--- src/rtl/bool_lut_sweeper_pkg.sv ---
// Shared constants for the truth-table sweeper: FSM encoding,
// LUT width helper and the default truth table.
package bool_lut_sweeper_pkg;

    localparam logic [0:0] ST_IDLE  = 1'b0;
    localparam logic [0:0] ST_SWEEP = 1'b1;

    // F = z | (~x & y) over index {w,x,y,z}
    localparam logic [15:0] LUT_INIT_DEFAULT = 16'hAEAE;

    function automatic int unsigned lut_width(input int unsigned n);
        return 32'd1 << n;
    endfunction

endpackage

--- src/rtl/bool_lut_sweeper_counter.sv ---
// Exhaustive-sweep index counter with synchronous clear, enable
// and terminal-count flag (high when idx is all ones).
module sweep_counter #(
    parameter int unsigned N = 4
) (
    input  logic         clk,
    input  logic         rst_n,
    input  logic         clr_i,
    input  logic         en_i,
    output logic [N-1:0] idx_o,
    output logic         tc_o
);

    logic [N-1:0] idx_q;
    logic [N-1:0] idx_d;

    always_comb begin
        idx_d = idx_q;
        if (clr_i) begin
            idx_d = '0;
        end else if (en_i) begin
            idx_d = idx_q + 1'b1;
        end
    end

    always_ff @(posedge clk) begin
        if (!rst_n) begin
            idx_q <= '0;
        end else begin
            idx_q <= idx_d;
        end
    end

    assign idx_o = idx_q;
    assign tc_o  = &idx_q;

endmodule

--- src/rtl/bool_lut_sweeper.sv ---
// Runtime-loadable N_IN-input truth table with single-shot
// evaluation and an exhaustive sweep that counts minterms.
module bool_lut_sweeper
    import bool_lut_sweeper_pkg::*;
#(
    parameter int unsigned                  N_IN     = 4,
    parameter logic [lut_width(N_IN)-1:0]   LUT_INIT = LUT_INIT_DEFAULT
) (
    input  logic                        clk,
    input  logic                        rst_n,
    input  logic                        cfg_valid,
    output logic                        cfg_ready,
    input  logic [lut_width(N_IN)-1:0]  cfg_data,
    input  logic                        eval_valid,
    output logic                        eval_ready,
    input  logic [N_IN-1:0]             eval_in,
    input  logic                        sweep_start,
    input  logic                        sweep_abort,
    output logic                        sweep_busy,
    output logic                        sweep_done,
    output logic                        f_valid,
    output logic                        f_out,
    output logic [N_IN-1:0]             f_idx,
    output logic [N_IN:0]               ones_count
);

    localparam int unsigned LUT_W = lut_width(N_IN);
    localparam int unsigned OW    = N_IN + 1;

    logic [LUT_W-1:0] lut_q, lut_d;
    logic [0:0]       state_q, state_d;
    logic             fv_q, fv_d;
    logic             fo_q, fo_d;
    logic [N_IN-1:0]  fi_q, fi_d;
    logic             done_q, done_d;
    logic [N_IN:0]    ones_q, ones_d;

    logic             cnt_clr, cnt_en, cnt_tc;
    logic [N_IN-1:0]  idx;

    sweep_counter #(.N(N_IN)) u_cnt (
        .clk   (clk),
        .rst_n (rst_n),
        .clr_i (cnt_clr),
        .en_i  (cnt_en),
        .idx_o (idx),
        .tc_o  (cnt_tc)
    );

    assign cfg_ready  = (state_q == ST_IDLE);
    assign eval_ready = (state_q == ST_IDLE) & ~sweep_start;
    assign sweep_busy = (state_q == ST_SWEEP);

    always_comb begin
        lut_d   = lut_q;
        state_d = state_q;
        fv_d    = 1'b0;
        fo_d    = fo_q;
        fi_d    = fi_q;
        done_d  = 1'b0;
        ones_d  = ones_q;
        cnt_clr = 1'b0;
        cnt_en  = 1'b0;
        // single-shot reads lut_q, so a same-cycle load is not yet visible
        if (cfg_valid && cfg_ready) begin
            lut_d = cfg_data;
        end
        if (state_q == ST_IDLE) begin
            if (sweep_start) begin
                state_d = ST_SWEEP;
                cnt_clr = 1'b1;
                ones_d  = '0;
            end else if (eval_valid) begin
                fv_d = 1'b1;
                fo_d = lut_q[eval_in];
                fi_d = eval_in;
            end
        end else if (sweep_abort) begin
            state_d = ST_IDLE;
        end else begin
            fv_d   = 1'b1;
            fo_d   = lut_q[idx];
            fi_d   = idx;
            ones_d = ones_q + OW'(lut_q[idx]);
            cnt_en = ~cnt_tc;
            if (cnt_tc) begin
                done_d  = 1'b1;
                state_d = ST_IDLE;
            end
        end
    end

    always_ff @(posedge clk) begin
        if (!rst_n) begin
            lut_q   <= LUT_INIT;
            state_q <= ST_IDLE;
            fv_q    <= 1'b0;
            fo_q    <= 1'b0;
            fi_q    <= '0;
            done_q  <= 1'b0;
            ones_q  <= '0;
        end else begin
            lut_q   <= lut_d;
            state_q <= state_d;
            fv_q    <= fv_d;
            fo_q    <= fo_d;
            fi_q    <= fi_d;
            done_q  <= done_d;
            ones_q  <= ones_d;
        end
    end

    assign f_valid    = fv_q;
    assign f_out      = fo_q;
    assign f_idx      = fi_q;
    assign sweep_done = done_q;
    assign ones_count = ones_q;

endmodule

--- config.mk ---
export PLATFORM = sky130hd
export DESIGN_NAME = bool_lut_sweeper
export DESIGN_NICKNAME = d
export VERILOG_FILES = /design/src/rtl/bool_lut_sweeper_pkg.sv /design/src/rtl/bool_lut_sweeper_counter.sv /design/src/rtl/bool_lut_sweeper.sv
export SDC_FILE = /design/constraint.sdc
export NUM_CORES = 1
export LEC_CHECK = 0
export ABC_AREA = 0
export BUFFER_PORTS_ARGS = -buffer_cell sky130_fd_sc_hd__buf_2
export CORE_AREA = 2 2 62 64
export CTS_CLUSTER_DIAMETER = 60
export DETAILED_ROUTE_END_ITERATION = 8
export DIE_AREA = 0 0 64 66
export PLACE_DENSITY = 0.73
export SLEW_MARGIN = 25
export SYNTH_ARGS = -nofsm -noshare
export SYNTH_HDL_FRONTEND = slang
export SYNTH_HIERARCHICAL = 1
export SYNTH_SLANG_ARGS = --single-unit
export TNS_END_PERCENT = 10
--- constraint.sdc ---
create_clock -name clk -period 2.1 [get_ports clk]
set_input_delay 0.21 -clock clk [delete_from_list [all_inputs] [get_ports clk]]
set_output_delay 0.21 -clock clk [all_outputs]
set_load 0.01 [all_outputs]
==> qor.txt <==
die area: 0.00422 mm2
H-Tree Depth: 2
status: complete, no violations
Ant. Diodes: 0
die width: 64 um
worst-case clock buffer depth: 2
Routed Antenna Nets: 0
met1 WL: 1.58 mm
delay-heaviest family, CP: multiplexers
via count: 1396
CP startpoint: u_cnt/idx_o[0]
number of cells on the critical path: 8
post-synth cell types: 38
Gate Count Post-Synth: 172
crit-path max cell delay: 0.51 ns
DRC viols: 0
clock root cell: clkbuf_4
postcts setup bufs: 0
peak supply drop: 0.430 mV
CP endpoint: ones_count[4]
Simple-Gate Fraction of Synth Area: 0.241
I/O pins: 41
placed cells: 256
Yosys top cell by area: dfxtp_1
syn avg cell area: 9.41 um2
CTS Hold Bufs: 0
total CTS buffers: 5
Final GP Congestion: 0.787
classification of the worst-slack hold path: in2reg
Post-Syn Nets: 201
WP data required: 2.35 ns
asr flop ratio synth: 0
Post-Syn Area: 0.00162 mm2
multiplexer share of the synthesized area: 0.159
Initial Util: 0.456
Synth Flop Type: dfxtp_1
placed cell areas: 0.00188 mm2
Tcrit/Tclk final: 0.949
Via density: 5.29
worst relative slew slack: 0.605
most common cell in the netlist: nand2_1
R2R setup slack: 0.11 ns
routed length on met3: 232 um
yosys warns: 6
num rows: 22
grt ovf: 0
first-pass GRT wire length: 5.89 mm
Synth Area in Compound Gates: 0.124
max-cap violation count: 0
layout cells sized above 1: 0.324
CP endpoint kind: flip-flop
met2 routed WL: 1.61 mm
Layout Cells excl Fill: 264
PwrDens: 658 mW/mm2
CTS tree: done
Clock Latency Late Sink: 0.34 ns
Final Net Count: 244
setup_tns: 0 ns
Adder-Cell Fraction of Synth Area: 0.0232
post-synthesis register bit count: 33
largest family of logic cells by synthesized area: simple AND/OR/NAND/NOR gates
Reg2Reg Depth: 8
HPWL Detailed: 2.57 mm
number of global-route vias before repair: 1260
crit path buf inv count: 0
FF-to-FF Start: u_cnt/idx_o[0]
reg2reg end: ones_count[4]
final instance area: 0.00197 mm2
Final Slew Violations: 0
Worst path slowest cell: mux4_2
DRT Pass-1 Iters: 4
maximum clock rate: 502 MHz
min cycle time layout: 1.99 ns
Post-synth EDFFs: 0
drt wl/cell: 13.1 um
Worst-Margin Slew: 0.590 ns
final design utilization: 0.555
final setup vio count: 0
Area contributors post-synth: dfxtp_1, nand2_1, mux4_2, nand3_1, a21boi_1
total global-route track usage: 0.181
Post-synth top cells: nand2_1, dfxtp_1, nand3_1
DIE HEIGHT: 66 um
Critical Path AT: 2.24 ns
WL final: 3.47 mm
Synth Area in XOR/XNOR: 0.0108
share of Yosys cell area claimed by the top area cell type: 0.408
initial antenna violation count: 0
critical path peak fanout: 6
Seq/Total Area, Yosys: 0.408
clock skew: 0.0108 ns
Leak: 0.911 nW
top sig layer: met4
kind of critical path: reg2reg
CTS clk-pin slew, worst paths: 0.11 ns
CORE AREA: 0.00355 mm2
worst path cell trace: mux4_2, a22oi_2, nand3_1, ha_2, ha_4, nand4_1, xnor2_1, and3_1
area grow syn2layout: 21.9%
Final Hold Slack: 0.0694 ns
DR iter-0 viols: 92
startpoint types: flip-flop
CTS sink count: 33
final hold violations: 0
Port Buffer Count: 40
largest net degree at the start of global routing: 19
what timing repair did:
item | 4_1_cts | 5_1_grt
setup endpoints to repair | 1 | 3
gates resized for setup | 1 | 4
cloned | 0 | 0
worst min-delay path by stage:
stage	cells past startpoint	slack, ns	to	start
2_1_floorplan	2	0.33	lut_q[10]	cfg_data[10]
3_3_place_gp	3	0.42	lut_q[15]	cfg_data[15]
3_5_place_dp	3	0.42	lut_q[10]	cfg_data[10]
4_1_cts	3	0.06	lut_q[10]	cfg_data[10]
5_1_grt	3	0.06	lut_q[13]	cfg_data[13]
6_report	3	0.07	lut_q[10]	cfg_data[10]
logic make-up (layout without fill, tap and decap cells):
| group | count (synthesis) | count (layout) |
|---|---|---|
| adders and majority gates | 3 | 3 |
| buffers and inverters | 12 | 56 |
| muxes | 16 | 16 |
| and+or+nand+nor | 81 | 81 |
| xor gates and xnor gates | 2 | 2 |
| DFF | 33 | 33 |
| AOI/OAI and AO/OA | 25 | 25 |
cell type report:
cell class,instances,area (um2)
Clock inverter,1,5.00
Timing Repair Buffer,46,245
Multi-Input combinational cell,127,925
Sequential cell,33,664
Fill cell,331,1580
Inverter,2,7.51
Tap cell,48,60.1
Clock buffer,7,65.1
cells in the final DEF, fill, tap and decap left out, drive strengths merged, types with 2 or more instances in the layout:
cell    synthesis  final
and3            3      3
a21oi           3      3
nand3b          3      3
ha              3      3
mux2            4      4
clkbuf          7      7
dfxtp          33     33
a21boi          7      7
buf             3     46
nor2            4      4
inv             2      2
nor2b           6      6
a21o            2      2
nand2          40     40
nand3          14     14
nand4           3      3
mux4            7      7
mux2i           5      5
xnor2           2      2
a22oi           3      3
o211a           4      4
where the power goes:
group | leakage, nW | internal, mW | total [mW] | switching [mW]
sequential | 0.272 | 0.660 | 0.686 | 0.0262
clock | 0.0413 | 0.194 | 0.406 | 0.212
combinational | 0.598 | 0.103 | 0.206 | 0.102
total | 0.911 | 0.958 | 1.30 | 0.341
per-layer routing:
layer | up-vias | track usage
met3 | 6 | 0.0596
li1 | 696 | -
met4 | 0 | 0.0571
met1 | 640 | 0.230
met2 | 54 | 0.289
met5 | - | 0
registers in the layout, summed over array words and instances, names as in the netlist:
name,cells
f_out,1
u_cnt/idx_o,4
f_idx,4
sweep_busy,1
ones_count,5
sweep_done,1
lut_q,16
f_valid,1
worst reg2reg max path: stages, from the launching register on:
cell and delay, ns:
dfxtp_4 0.41, mux4_2 0.51, a22oi_2 0.18, nand3_1 0.10, ha_2 0.20, ha_4 0.17
nand4_1 0.10, xnor2_1 0.06, and3_1 0.17
through the flow:
stage | power [mW] | worst slack (ns)
6_report | 1.30 | 0.108
5_1_grt | 1.38 | -0.00277
4_1_cts | 1.31 | 0.0129
3_5_place_dp | 0.907 | -0.0152
3_3_place_gp | 0.903 | 0.0271
2_1_floorplan | 0.833 | 0.0345
Note: power is estimated with default switching activity, not from simulation.
